==> src/rtl/rca16_pipe_sub.sv <==
// rtl/rca16_pipe_sub.sv - pipelined ripple-borrow subtractor, one 4-bit slice per stage
// Valid/ready handshake on both sides; the whole pipe advances or stalls together.

module rca16_pipe_sub #(
    parameter int W = 16
) (
    input  logic         clk,
    input  logic         rst,
    input  logic         in_valid,
    output logic         in_ready,
    input  logic [W-1:0] a,
    input  logic [W-1:0] b,
    input  logic         bin,
    output logic         out_valid,
    input  logic         out_ready,
    output logic [W-1:0] d,
    output logic         bout
);

    localparam int STAGES = W / 4;

    logic en;

    assign en       = ~out_valid | out_ready;
    assign in_ready = en;

    function automatic logic [4:0] sub4(input logic [3:0] x, input logic [3:0] y, input logic bi);
        logic [3:0] s;
        logic       br;
        s  = '0;
        br = bi;
        for (int i = 0; i < 4; i++) begin
            s[i] = x[i] ^ y[i] ^ br;
            br   = (~x[i] & y[i]) | (~(x[i] ^ y[i]) & br);
        end
        return {br, s};
    endfunction

    genvar k;
    generate
        for (k = 0; k < STAGES; k++) begin : g_st
            // DW difference bits are resolved after this stage; HW operand bits still pending
            localparam int DW = 4 * (k + 1);
            localparam int HW = W - DW;

            logic          vld_q;
            logic          brw_q;
            logic [DW-1:0] dlo_q;
            logic [DW-1:0] dlo_d;
            logic [3:0]    a_sl;
            logic [3:0]    b_sl;
            logic          bin_sl;
            logic          vld_d;
            logic [4:0]    res_d;

            assign res_d = sub4(a_sl, b_sl, bin_sl);

            if (k == 0) begin : g_first
                assign a_sl   = a[3:0];
                assign b_sl   = b[3:0];
                assign bin_sl = bin;
                assign vld_d  = in_valid & in_ready;
                assign dlo_d  = res_d[3:0];
            end else begin : g_next
                assign a_sl   = g_st[k-1].g_fwd.ahi_q[3:0];
                assign b_sl   = g_st[k-1].g_fwd.bhi_q[3:0];
                assign bin_sl = g_st[k-1].brw_q;
                assign vld_d  = g_st[k-1].vld_q;
                assign dlo_d  = {res_d[3:0], g_st[k-1].dlo_q};
            end

            always_ff @(posedge clk) begin
                if (rst) begin
                    vld_q <= 1'b0;
                    brw_q <= 1'b0;
                    dlo_q <= '0;
                end else if (en) begin
                    vld_q <= vld_d;
                    brw_q <= res_d[4];
                    dlo_q <= dlo_d;
                end
            end

            if (HW > 0) begin : g_fwd
                logic [HW-1:0] ahi_q;
                logic [HW-1:0] bhi_q;
                logic [HW-1:0] ahi_d;
                logic [HW-1:0] bhi_d;

                if (k == 0) begin : g_first
                    assign ahi_d = a[W-1:4];
                    assign bhi_d = b[W-1:4];
                end else begin : g_next
                    assign ahi_d = g_st[k-1].g_fwd.ahi_q[HW+3:4];
                    assign bhi_d = g_st[k-1].g_fwd.bhi_q[HW+3:4];
                end

                always_ff @(posedge clk) begin
                    if (rst) begin
                        ahi_q <= '0;
                        bhi_q <= '0;
                    end else if (en) begin
                        ahi_q <= ahi_d;
                        bhi_q <= bhi_d;
                    end
                end
            end
        end
    endgenerate

    assign out_valid = g_st[STAGES-1].vld_q;
    assign d         = g_st[STAGES-1].dlo_q;
    assign bout      = g_st[STAGES-1].brw_q;

endmodule

==> config.mk <==
export PLATFORM = sky130hd
export DESIGN_NAME = rca16_pipe_sub
export DESIGN_NICKNAME = d
export VERILOG_FILES = /design/src/rtl/rca16_pipe_sub.sv
export SDC_FILE = /design/constraint.sdc
export NUM_CORES = 1
export LEC_CHECK = 0
export CAP_MARGIN = 20
export CORE_ASPECT_RATIO = 1.25
export CORE_MARGIN = 1.5
export CORE_UTILIZATION = 50
export CTS_BUF_LIST = sky130_fd_sc_hd__clkbuf_8
export DETAILED_ROUTE_END_ITERATION = 16
export HOLD_SLACK_MARGIN = 0.15
export PLACE_DENSITY = 0.73
export SLEW_MARGIN = 40
export SYNTH_ARGS = -nofsm -noshare
export SYNTH_HDL_FRONTEND = slang
export SYNTH_SLANG_ARGS = --single-unit
==> constraint.sdc <==
create_clock -name clk -period 3.05 [get_ports clk]
set_input_delay 0.305 -clock clk [delete_from_list [all_inputs] [get_ports clk]]
set_output_delay 0.305 -clock clk [all_outputs]
set_load 0.02 [all_outputs]
# ---- After elaboration in Yosys (flattened, before gate mapping)
# Cells that the tools add are included.
dict set report totals {
  regBits 96
  input_bits 37
}
dict set report classes {
  bitwise_logic 115
}
# op count
set ops {}
lappend ops {{AND 1 bit} 33}
lappend ops {{NOT 1 bit} 33}
lappend ops {{bitwise XOR 1 bit} 32}
lappend ops {{bitwise OR 1 bit} 17}

# ---- Longest topological paths before layout
dict set report depth {
  word_depth 10
  ltp_mapped 9
  depth_no_buf 9
}

# ---- Worst setup path before layout
# OpenSTA, ideal clock, no wires.
dict set report synth_timing {
  path_type {reg-to-reg}
  from {reg g_st[2].brw_q}
  to {reg g_st[3].dlo_q[15], in the netlist d[15]}
  path_stages_with_launch 10
  path_buffers 0
  setup_slack_ns 1.065
  t_required_ns 2.927
  t_arrival_ns 1.862
  synth_period_minus_slack_ns 1.985
  path_cell_list {dfxtp_1 > inv_1 > fa_1 > inv_1 > fa_1 > fa_1 > inv_1 > fa_1 > nand2b_1 > o21ai_0}
}
dict set report synth_via {
  elab_chain_len 7
}
# item line
set synth_lines {}
lappend synth_lines {{start, declared} 47} ;# logic brw_q;
lappend synth_lines {{start signal, assigned} 79} ;# brw_q <= res_d[4];
lappend synth_lines {{AND 1 bit} 34} ;# br = (~x[i] & y[i]) | (~(x[i] ^ y[i]) & br);
lappend synth_lines {{bitwise OR 1 bit} 34}
lappend synth_lines {{AND 1 bit} 34}
lappend synth_lines {{bitwise OR 1 bit} 34}
lappend synth_lines {{AND 1 bit} 34}
lappend synth_lines {{bitwise OR 1 bit} 34}
lappend synth_lines {{bitwise XOR 1 bit} 33} ;# s[i] = x[i] ^ y[i] ^ br;
lappend synth_lines {{via g_st[3].dlo_d[15]} 49} ;# logic [DW-1:0] dlo_d;
lappend synth_lines {{end signal, assigned} 80} ;# dlo_q <= dlo_d;
lappend synth_lines {{end, declared} 48} ;# logic [DW-1:0] dlo_q;
# The timed path passes the listed nets, and every way through them passes these cells.
# A chain may end at the register's enable or synchronous reset.

# ---- Worst setup path in the final report
dict set report layout_timing {
  from {in a[0]}
  to {reg g_st[0].dlo_q[3]}
}
dict set report layout_via {
  elab_chain_len 9
}
# item line
set layout_lines {}
lappend layout_lines {{start, declared} 11} ;# input logic [W-1:0] a,
lappend layout_lines {{bitwise XOR 1 bit} 34}
lappend layout_lines {{NOT 1 bit} 34}
lappend layout_lines {{AND 1 bit} 34}
lappend layout_lines {{bitwise OR 1 bit (*)} 34}
lappend layout_lines {{AND 1 bit (*)} 34}
lappend layout_lines {{bitwise OR 1 bit (*)} 34}
lappend layout_lines {{AND 1 bit (*)} 34}
lappend layout_lines {{bitwise OR 1 bit (*)} 34}
lappend layout_lines {{bitwise XOR 1 bit (*)} 33}
lappend layout_lines {{via g_st[0].dlo_d[3]} 49}
lappend layout_lines {{end signal, assigned} 80}
lappend layout_lines {{end, declared} 48}
# Mark *: on every way through the listed nets, which the timed path passes. The rest lies on a longest branch.

==> key figures <==
Outcome
  – Status: complete, no violations

Route
  – Via Count: 2878
  – Drt drc: 0
  – Count of routing violations after the opening detailed-route iteration: 151
  – Routed wirelength normalized by instance count: 13.3 um
  – Average via count per standard cell: 5.08
  – Routed wire length on met2: 3510 um
  – Wire length the detailed router placed on met1: 3670 um
  – Antenna-violating nets left: 0
  – Detailed-routing iteration count for the pre-antenna-repair pass: 5
  – WL met3: 182 um
  – Max layer used: met4
  – Final WL: 7520 um

Clocking
  – Worst-Skew Late Latency: 0.37 ns
  – Clock Root Buffer: sky130_fd_sc_hd__clkbuf_8
  – CTS Buf Count: 9
  – Max Buffers Root-to-Sink: 2
  – Clock tree from TritonCTS: yes
  – Register clock-pin slew on the reported worst setup and hold paths: 0.09 ns
  – Total clock sinks: 96
  – Post-CTS Hold Buffers: 0
  – Buffers inserted during post-CTS setup optimization: 0
  – Resize count post-CTS: 0
  – Total number of H-tree levels: 3

Synth
  – Portion of the post-synthesis area used by sequential elements: 44.0%
  – Netlist Area Pre-Place: 0.00437 mm^2
  – Yosys cell types: 19
  – Syn Area/Cell: 10.7 um^2
  – Post-synthesis sequential element count: 96
  – Post-synthesis net count: 461
  – Cells after synthesis: 408
  – Yosys warning total: 0
  – Biggest area consumer among synthesized cells: sky130_fd_sc_hd__dfxtp_1
  – Post-synth top area share: 44.0%
  – Largest cells by area after synthesis: sky130_fd_sc_hd__dfxtp_1, sky130_fd_sc_hd__nand2b_1, sky130_fd_sc_hd__mux2i_1, sky130_fd_sc_hd__nand4bb_1, sky130_fd_sc_hd__fa_1

Die
  – Core footprint: 0.00838 mm^2
  – Number of placement rows: 37
  – Top-Level Pins: 56
  – Floorplan die area: 0.00931 mm^2
  – Initial Util: 52.2%
  – Chip height: 108 um
  – Horizontal die dimension: 86.6 um

Layout
  – Register area: 0.00192 mm^2
  – Number of antenna diodes: 0
  – FILL cells: 725
  – Layout net count: 498
  – Layout Area Growth over Synthesis: 17.8%
  – Area of the multi-input gates: 0.00215 mm^2
  – Fraction of final layout cells with drive strength greater than 1: 6.90%

Setup path
  – Reg2reg path depth: 9
  – Required time at the worst-slack endpoint: 3.29 ns
  – RR Startpoint: g_st[2].brw_q$_SDFFE_PP0N_
  – Critical-path cell with the highest stage delay: sky130_fd_sc_hd__clkdlybuf4s50_1
  – Crit Path Class: in2reg
  – Worst path arrival time: 2.41 ns
  – Critical Path, Cell by Cell: clkdlybuf4s50_1 -> fa_1 -> inv_1 -> fa_1 -> fa_1 -> inv_1 -> fa_1 -> nand2b_1 -> mux2i_1
  – Slowest cell delay on critical path: 0.48 ns
  – Setup crit start kind: primary input
  – Largest fanout on the critical path: 1
  – Register-to-register path setup slack: 0.88 ns
  – Most repeated library cell on the critical path: sky130_fd_sc_hd__fa_1
  – CP endpoint kind: flop
  – Number of buffer and inverter stages on the critical path: 3
  – Reg2reg end: d[15]$_SDFFE_PP0N_
  – Kind of cell with the highest combined delay on the critical path: adder cells

Worst hold path
  – Hold depth: 2
  – Type of the worst min-delay path: in2reg
  – Worst Hold Endpoint: g_st[1].dlo_q[6]$_SDFFE_PP0N_
  – Hold_sp: rst

STA
  – Worst clock skew: 0.00920 ns
  – Post-Route Hold Slack: 0.431 ns
  – RSZ-0062 raised after global routing: false
  – Achievable clock frequency: 460 MHz
  – Count of final max-slew check failures: 0
  – Final period demand of the worst path: 2.17 ns
  – Worst rel slew slack: 52.2%
  – Setup violators final: 0
  – Period utilisation layout: 71.3%
  – Final Hold Violating Endpoints: 0
  – Transition at the pin with the smallest max-transition slack: 0.717 ns
  – Post-route setup TNS: 0 ns

Pwr
  – Pleak: 1.94 nW
  – Total power: 2.57 mW
  – Power Dens Cells: 498 mW/mm^2
  – Worst ir drop on vdd: 0.311 mV

GRT
  – Pin count of the biggest net entering global routing: 76
  – Global route overflow: 0
  – Vias in the first global route: 2809
  – Initial antenna violation count: 0
  – Global-route total usage across every layer: 17.8%
  – Wire length of the first global-routing pass: 13100 um

Place
  – Weighted congestion reported at the end of routability-driven placement: 0.739
  – Number of input and output port buffers inserted: 55
  – HPWL Detailed: 4590 um

Job
  – Number of violations of the max-capacitance limit: 0
==> metal layers <==
layer | vias up | track usage, %
met1 | 1378 | 23.4
li1 | 1445 | -
met5 | - | 0
met4 | 0 | 8.99
met2 | 45 | 28.3
met3 | 10 | 2.76
==> cells in the final DEF (no fill, tap or decap) <==
cell / count
sky130_fd_sc_hd__a211oi_1: 4
sky130_fd_sc_hd__a211oi_2: 8
sky130_fd_sc_hd__a21oi_1: 1
sky130_fd_sc_hd__buf_12: 1
sky130_fd_sc_hd__buf_4: 6
sky130_fd_sc_hd__bufinv_16: 1
sky130_fd_sc_hd__clkbuf_8: 12
sky130_fd_sc_hd__clkdlybuf4s50_1: 54
sky130_fd_sc_hd__clkinvlp_4: 1
sky130_fd_sc_hd__dfxtp_1: 96
sky130_fd_sc_hd__fa_1: 16
sky130_fd_sc_hd__inv_1: 30
sky130_fd_sc_hd__inv_4: 1
sky130_fd_sc_hd__mux2i_1: 44
sky130_fd_sc_hd__nand2b_1: 83
sky130_fd_sc_hd__nand4bb_1: 36
sky130_fd_sc_hd__nor2b_4: 1
sky130_fd_sc_hd__nor3b_1: 12
sky130_fd_sc_hd__o21ai_0: 39
sky130_fd_sc_hd__or4bb_1: 3
==> cells by family (layout without fill, tap and decap cells) <==
kind of cell / Yosys count / in the layout / share of synthesized area (%)
adders and majority gates: 16 / 16 / 7.33
and+or+nand+nor: 135 / 135 / 24.2
AOI/OAI and AO/OA: 52 / 52 / 7.56
muxes: 44 / 44 / 10.1
buffers and inverters: 65 / 106 / 6.87
DFF: 96 / 96 / 44.0
==> area by class of cell <==
class,count,share of cell area [%]
inverters,30,2.24
repair buffers,61,11.8
clock inverters,3,0.802
flip-flops and latches,96,37.3
multi-input cells,247,41.8
well taps,117,2.84
clock buffers,12,3.21
==> power breakdown <==
| part | total (mW) | internal, mW | switching [mW] |
|---|---|---|---|
| logic | 0.333 | 0.182 | 0.151 |
| clock network | 0.860 | 0.439 | 0.421 |
| registers | 1.37 | 1.34 | 0.0350 |
==> flip-flops by register name (all words and copies together) (netlist names) <==
signal,flops
g_st.vld_q,3
bout,1
out_valid,1
g_st.g_fwd.bhi_q,24
d,16
g_st.dlo_q,24
g_st.g_fwd.ahi_q,24
g_st.brw_q,3
==> worst reg2reg max path, delay by kind of cell (launching register included) <==
kind,cells,cell delay [ns]
adders and majority gates,4,1.35
DFF,1,0.32
buffers and inverters,3,0.22
and+or+nand+nor,1,0.07
AOI/OAI and AO/OA,1,0.06
==> per-stage QoR <==
step                instance area (um^2)  instances  utilization, %  setup slack (ns)
CTS                                 5150        566            61.4             0.859
global route                        5150        566            61.4             0.743
global placement                    4940        551            59.0             0.535
detailed placement                  4940        551            59.0             0.484
floorplan                           4370        408               -              1.07
finish                              5150        566            61.4             0.876
==> worst max path at each step <==
stage                     depth (start not counted)                  startpoint  slack, ns                       endpoint
after global routing                              9  g_st[2].brw_q$_SDFFE_PP0N_       0.74             d[15]$_SDFFE_PP0N_
final                                             9                        a[0]       0.88  g_st[0].dlo_q[3]$_SDFFE_PP0N_
after detailed placement                          9                        a[0]       0.48  g_st[0].dlo_q[3]$_SDFFE_PP0N_
after floorplan                                   9  g_st[2].brw_q$_SDFFE_PP0N_       1.07             d[15]$_SDFFE_PP0N_
after global placement                            9                        a[0]       0.53  g_st[0].dlo_q[3]$_SDFFE_PP0N_
after CTS                                         9  g_st[2].brw_q$_SDFFE_PP0N_       0.86             d[15]$_SDFFE_PP0N_
==> cell usage after synthesis <==
| library cell | n |
|---|---|
| sky130_fd_sc_hd__dfxtp_1 | 96 |
| sky130_fd_sc_hd__nand2b_1 | 83 |
| sky130_fd_sc_hd__mux2i_1 | 44 |
| sky130_fd_sc_hd__o21ai_0 | 39 |
| sky130_fd_sc_hd__nand4bb_1 | 36 |
| sky130_fd_sc_hd__inv_1 | 29 |
| sky130_fd_sc_hd__clkbuf_1 | 18 |
| sky130_fd_sc_hd__fa_1 | 16 |
| sky130_fd_sc_hd__nor3b_1 | 12 |
| sky130_fd_sc_hd__a211oi_2 | 8 |
| sky130_fd_sc_hd__buf_2 | 7 |
| sky130_fd_sc_hd__a211oi_1 | 4 |
| sky130_fd_sc_hd__buf_6 | 4 |
| sky130_fd_sc_hd__buf_4 | 3 |
| sky130_fd_sc_hd__clkbuf_2 | 3 |
| sky130_fd_sc_hd__or4bb_1 | 3 |
| sky130_fd_sc_hd__a21oi_1 | 1 |
| sky130_fd_sc_hd__inv_4 | 1 |
| sky130_fd_sc_hd__nor2b_2 | 1 |
Note: power is estimated with default switching activity, not from simulation.
